$ cat src/rtl/dmem_arbiter_pkg.sv
// dmem_arbiter shared types.
// Owner encoding, request/response bundles, counter ops.
package dmem_arbiter_pkg;

    localparam int DMEM_ADDR_W = 8;
    localparam int DMEM_DATA_W = 32;

    typedef enum logic {
        OWN_PIPE = 1'b0,
        OWN_LOAD = 1'b1
    } ArbOwner;

    typedef struct packed {
        logic                   req;
        logic                   we;
        logic [DMEM_ADDR_W-1:0] addr;
        logic [DMEM_DATA_W-1:0] wdata;
    } ArbReq;

    typedef struct packed {
        logic                   rvalid;
        logic [DMEM_DATA_W-1:0] rdata;
    } ArbRsp;

    typedef enum logic [1:0] {
        CNT_HOLD = 2'd0,
        CNT_CLR  = 2'd1,
        CNT_ONE  = 2'd2,
        CNT_INC  = 2'd3
    } cnt_op_e;

endpackage

$ cat src/rtl/dmem_arbiter_sat_counter.sv
// Saturating up-counter with clear / load-one / increment ops.
// Used for both the loader wait count and the burst beat count.
module dmem_arbiter_sat_counter
    import dmem_arbiter_pkg::*;
#(
    parameter int MAX = 8,
    parameter int W   = $clog2(MAX + 1)
) (
    input  logic         clk,
    input  logic         rst,
    input  cnt_op_e      op,
    output logic [W-1:0] cnt_q
);

    localparam logic [W-1:0] LIM = W'(MAX);

    logic [W-1:0] cnt_d;

    // Next count: saturate at LIM on increment.
    always_comb begin
        cnt_d = cnt_q;
        case (op)
            CNT_CLR: cnt_d = '0;
            CNT_ONE: cnt_d = W'(1);
            CNT_INC: cnt_d = (cnt_q == LIM) ? cnt_q : cnt_q + W'(1);
            default: cnt_d = cnt_q;
        endcase
    end

    // Count register.
    always_ff @(posedge clk) begin
        if (rst) cnt_q <= '0;
        else     cnt_q <= cnt_d;
    end

endmodule

$ cat src/rtl/dmem_arbiter.sv
// Data-memory port arbiter: pipeline M stage vs program/data loader.
// Pipeline has priority; loader gets idle cycles or is forced after starving.
module dmem_arbiter
    import dmem_arbiter_pkg::*;
#(
    parameter int ADDR_W    = DMEM_ADDR_W,
    parameter int DATA_W    = DMEM_DATA_W,
    parameter int MAX_WAIT  = 8,
    parameter int BURST_MAX = 4
) (
    input  logic              clk,
    input  logic              rst,
    input  logic              p_req,
    input  logic              p_we,
    input  logic [ADDR_W-1:0] p_addr,
    input  logic [DATA_W-1:0] p_wdata,
    output logic              p_stall,
    output logic              p_rvalid,
    output logic [DATA_W-1:0] p_rdata,
    input  logic              l_req,
    input  logic              l_we,
    input  logic [ADDR_W-1:0] l_addr,
    input  logic [DATA_W-1:0] l_wdata,
    output logic              l_gnt,
    output logic              l_rvalid,
    output logic [DATA_W-1:0] l_rdata,
    output logic              mem_en,
    output logic              mem_we,
    output logic [ADDR_W-1:0] mem_addr,
    output logic [DATA_W-1:0] mem_wdata,
    input  logic [DATA_W-1:0] mem_rdata
);

    localparam int WAIT_W = $clog2(MAX_WAIT + 1);
    localparam int BEAT_W = $clog2(BURST_MAX + 1);
    localparam logic [WAIT_W-1:0] WAIT_LIM = WAIT_W'(MAX_WAIT);
    localparam logic [BEAT_W-1:0] BEAT_LIM = BEAT_W'(BURST_MAX);

    ArbOwner           owner_q;
    ArbOwner           owner_d;
    logic [WAIT_W-1:0] wait_cnt_q;
    logic [BEAT_W-1:0] beat_cnt_q;
    cnt_op_e           wait_op;
    cnt_op_e           beat_op;
    logic              serve_p;
    logic              serve_l;
    logic              wait_full;
    logic              beat_full;
    logic [1:0]        rd_pend_q;
    logic [1:0]        rd_pend_d;

    assign wait_full = (wait_cnt_q == WAIT_LIM);
    assign beat_full = (beat_cnt_q == BEAT_LIM);

    // Pick the served requester and the next owner / counter ops.
    always_comb begin
        serve_p = 1'b0;
        serve_l = 1'b0;
        owner_d = owner_q;
        wait_op = CNT_HOLD;
        beat_op = CNT_HOLD;
        if (!rst) begin
            case (owner_q)
                OWN_PIPE: begin
                    if (l_req && (!p_req || wait_full)) begin
                        serve_l = 1'b1;
                        owner_d = OWN_LOAD;
                        beat_op = CNT_ONE;
                        wait_op = CNT_CLR;
                    end else if (p_req) begin
                        serve_p = 1'b1;
                        wait_op = l_req ? CNT_INC : CNT_CLR;
                    end else begin
                        wait_op = CNT_CLR;
                    end
                end
                OWN_LOAD: begin
                    if (l_req && !(p_req && beat_full)) begin
                        serve_l = 1'b1;
                        beat_op = CNT_INC;
                    end else begin
                        serve_p = p_req;
                        owner_d = OWN_PIPE;
                        beat_op = CNT_CLR;
                        wait_op = l_req ? CNT_ONE : CNT_CLR;
                    end
                end
                default: owner_d = OWN_PIPE;
            endcase
        end
    end

    // Memory command mux, handshakes and read-return qualifiers.
    always_comb begin
        mem_en    = serve_p | serve_l;
        mem_we    = serve_l ? l_we : (serve_p & p_we);
        mem_addr  = serve_l ? l_addr : p_addr;
        mem_wdata = serve_l ? l_wdata : p_wdata;
        l_gnt     = serve_l;
        p_stall   = p_req & ~serve_p & ~rst;
        p_rvalid  = rd_pend_q[1] & ~rst;
        l_rvalid  = rd_pend_q[0] & ~rst;
        p_rdata   = mem_rdata;
        l_rdata   = mem_rdata;
        rd_pend_d = {serve_p & ~p_we, serve_l & ~l_we};
    end

    // Owner and read-pending registers.
    always_ff @(posedge clk) begin
        if (rst) begin
            owner_q   <= OWN_PIPE;
            rd_pend_q <= '0;
        end else begin
            owner_q   <= owner_d;
            rd_pend_q <= rd_pend_d;
        end
    end

    dmem_arbiter_sat_counter #(
        .MAX (MAX_WAIT),
        .W   (WAIT_W)
    ) u_wait_cnt (
        .clk   (clk),
        .rst   (rst),
        .op    (wait_op),
        .cnt_q (wait_cnt_q)
    );

    dmem_arbiter_sat_counter #(
        .MAX (BURST_MAX),
        .W   (BEAT_W)
    ) u_beat_cnt (
        .clk   (clk),
        .rst   (rst),
        .op    (beat_op),
        .cnt_q (beat_cnt_q)
    );

endmodule

$ cat config.mk
export PLATFORM = sky130hd
export DESIGN_NAME = dmem_arbiter
export DESIGN_NICKNAME = d
export VERILOG_FILES = /design/src/rtl/dmem_arbiter_pkg.sv /design/src/rtl/dmem_arbiter_sat_counter.sv /design/src/rtl/dmem_arbiter.sv
export SDC_FILE = /design/constraint.sdc
export NUM_CORES = 1
export LEC_CHECK = 0
export ABC_AREA = 1
export CORE_AREA = 2 2 89 91
export CTS_BUF_LIST = sky130_fd_sc_hd__clkbuf_8
export DETAILED_ROUTE_END_ITERATION = 8
export DIE_AREA = 0 0 91 93
export PLACE_DENSITY_LB_ADDON = 0.12
export SKIP_LAST_GASP = 1
export SLEW_MARGIN = 5
export SYNTH_ARGS = -nofsm -noshare
export SYNTH_HDL_FRONTEND = slang
export SYNTH_SLANG_ARGS = --single-unit
export TNS_END_PERCENT = 5
$ cat constraint.sdc
create_clock -name clk -period 3.7 [get_ports clk]
set_clock_uncertainty 0.1 [all_clocks]
set_input_delay 0.74 -clock clk [delete_from_list [all_inputs] [get_ports clk]]
set_output_delay 0.74 -clock clk [all_outputs]
set_load 0.005 [all_outputs]
==> impl_metrics.json <==
{
  "outcome": "finished clean",
  "rows": 32,
  "fin_tns_setup_ps": 0,
  "synth-edff-count": 0,
  "muxShareOfSynthArea_pct": 0.610,
  "post_cts_buffers": 0,
  "hpwl_um": 4370,
  "utilization_pct": 35.0,
  "ir_worst_vdd_v": 0.000144,
  "wl_met2_um": 2570,
  "setup_violations": 0,
  "slowest_delay_ps": 510,
  "io_buffers": 131,
  "arrival_ps": 2600,
  "synth-compound-area-share_pct": 2.82,
  "min_path_type": "flip-flop to flip-flop",
  "antenna_cells": 0,
  "finalHoldViolations": 0,
  "vias": 1706,
  "crit_fanout": 22,
  "grt_max_degree": 23,
  "maxSlewViolCount": 0,
  "antenna_found_initial": 0,
  "die_x_um": 91,
  "worstMarginPinSlew_ps": 444,
  "async_flop_share_pct": 0,
  "gp_congestion": 0.695,
  "ant_nets": 0,
  "drc_errors": 0,
  "dr.max_layer_used": "met3",
  "yosysSeqAreaShare_pct": 12.2,
  "slew_headroom_pct": 70.1,
  "cts_tree": "done",
  "synthSimpleGateAreaFrac_pct": 41.5,
  "grt_use_total_pct": 11.7,
  "rsz0062_at_grt": "false",
  "design.final.nets": 468,
  "yosysWarnings": 0,
  "wirelength_um": 5300,
  "synth_fp_nets": 400,
  "ioPinCount": 228,
  "die_h_um": 93,
  "hold_buffers": 0,
  "dr.pass1.iters": 4,
  "wl_per_cell_um": 11.9,
  "fin_crit_ps": 3440,
  "met3_wirelength_um": 687,
  "ys.flop_type": "dfxtp_1",
  "clk_path_buf_depth": 2,
  "synth_cell_type_count": 25,
  "ys_top_cells_by_count": "nand2_1 (132), buf_4 (68), inv_1 (14)",
  "drive_above_1_share_pct": 6.09,
  "cp.required_ps": 2860,
  "grt_pass1_wl_um": 8290,
  "synth-adder-area-share_pct": 3.05,
  "p_leak_uw": 0.00121,
  "via_per_inst": 3.82,
  "cts.clk_slew.worst_paths_ps": 50,
  "crit_type": "primary input to output pin",
  "maxCapViolations": 0,
  "synth_top_family_by_area": "simple AND/OR/NAND/NOR gates",
  "synth_top_area_share_pct": 31.1,
  "nFillCells": 860,
  "synthTopCellsByArea": "buf_4 (31%), nand2_1 (30%), dfxtp_1 (12%)",
  "clkLatencyLatePin_ps": 230,
  "die_area_mm2": 0.00846,
  "ys_ff_latch": 10,
  "yosysMostFrequentCell": "nand2_1",
  "wl_met1_um": 2050,
  "whs_ps": 420,
  "synthCells": 278,
  "clockRootBuffer": "clkbuf_8",
  "coreArea_mm2": 0.00753,
  "cts-resized-gates": 0,
  "cp-start-kind": "primary input",
  "grt_pass1_vias": 1693,
  "clock-sinks": 10,
  "synth_top_cell_by_area": "buf_4",
  "crit_slowest_cell": "clkdlybuf4s50_1",
  "synthesis.area_mm2": 0.00164,
  "cp_cell_sequence": "clkdlybuf4s50_1, inv_1, a21oi_4, nand2_4, nand2_8, buf_4, nand2_1, nand2_1, clkdlybuf4s50_1",
  "drt_iter0_drc": 29,
  "p_per_area_mw_per_mm2": 194,
  "h-tree-depth": 1,
  "post-route-period-util_pct": 93.1,
  "crit_path_end_kind": "output pin",
  "avgSynthCellArea_um2": 5.90,
  "numCtsBuffers": 3,
  "syn2layout_area_growth_pct": 60.7,
  "overflow": 0,
  "fmax_mhz": 290,
  "initial_utilization_pct": 21.8,
  "synth_xor_area_share_pct": 1.60
}
==> critical path, delay by kind of cell <==
family / cells / cell delay (ps)
buf+inv: 4 / 1340
simple gates: 4 / 370
compound gates: 1 / 140
==> where the power goes <==
part	total [uW]	internal (uW)	switching (uW)
Clock	137	93.6	43.9
Combinational	259	172	86.7
Sequential	115	112	3.44
Total	512	378	134
==> sequential cells by signal, summed over array words and instances, names as in the netlist <==
signal	flops
owner_q	1
rd_pend_q	2
u_wait_cnt.cnt_q	4
u_beat_cnt.cnt_q	3
==> cells by family (layout without fill, tap and decap cells) <==
kind of cell	count (synthesis)	in the layout
AO/OA/AOI/OAI	7	7
adder cells (fa/ha/maj)	4	4
multiplexers	1	1
buffers and inverters	90	157
XOR/XNOR	3	3
flip-flops	10	10
AND/OR/NAND/NOR	163	163
==> layout make-up <==
| type | count | area [um2] | share of cell area [%] |
|---|---|---|---|
| timing repair buffer | 136 | 1370 | 52.1 |
| tap | 102 | 128 | 4.84 |
| sequential | 10 | 200 | 7.59 |
| inverter | 17 | 66.3 | 2.52 |
| clock buffer | 4 | 55.1 | 2.09 |
| multi-input combinational | 178 | 813 | 30.8 |
==> cell usage in the layout (no fill, tap or decap), drive strengths merged <==
master	Yosys	routed
a21oi	5	5
buf	73	5
clkbuf	0	4
clkdlybuf4s50	0	131
dfxtp	10	10
ha	4	4
inv	17	17
mux2i	1	1
nand2	136	136
nand3	11	11
nand4	2	2
nor2	12	12
nor3	2	2
o21ai	2	2
xnor2	2	2
xor2	1	1
==> per-layer routing <==
| layer | track usage (%) | vias up |
|---|---|---|
| met4 | 1.89 | 0 |
| li1 | - | 905 |
| met1 | 13.5 | 673 |
| met5 | 0 | - |
| met3 | 5.32 | 0 |
| met2 | 20.4 | 128 |
==> through the flow <==
step | instances | instance area, um2 | worst slack (ps) | power [uW]
final | 447 | 2640 | 255 | 512
after global routing | 447 | 2640 | 81.9 | 548
after CTS | 447 | 2640 | 231 | 522
after detailed placement | 443 | 2580 | 237 | 378
after global placement | 443 | 2580 | 269 | 380
after floorplan | 278 | 1640 | 1380 | 255
==> worst paths after layout <==
kind / from / endpoint / slack [ps] / cells past startpoint
worst min-delay path: u_wait_cnt.cnt_q[3] / u_wait_cnt.cnt_q[3] / 420 / 2
worst max register to register: u_wait_cnt.cnt_q[0] / u_beat_cnt.cnt_q[2] / 1810 / 13
worst min register to register: u_wait_cnt.cnt_q[3] / u_wait_cnt.cnt_q[3] / 420 / 2
worst max-delay path: p_req / mem_wdata[2] / 260 / 9
Note: power is estimated with default switching activity, not from simulation.
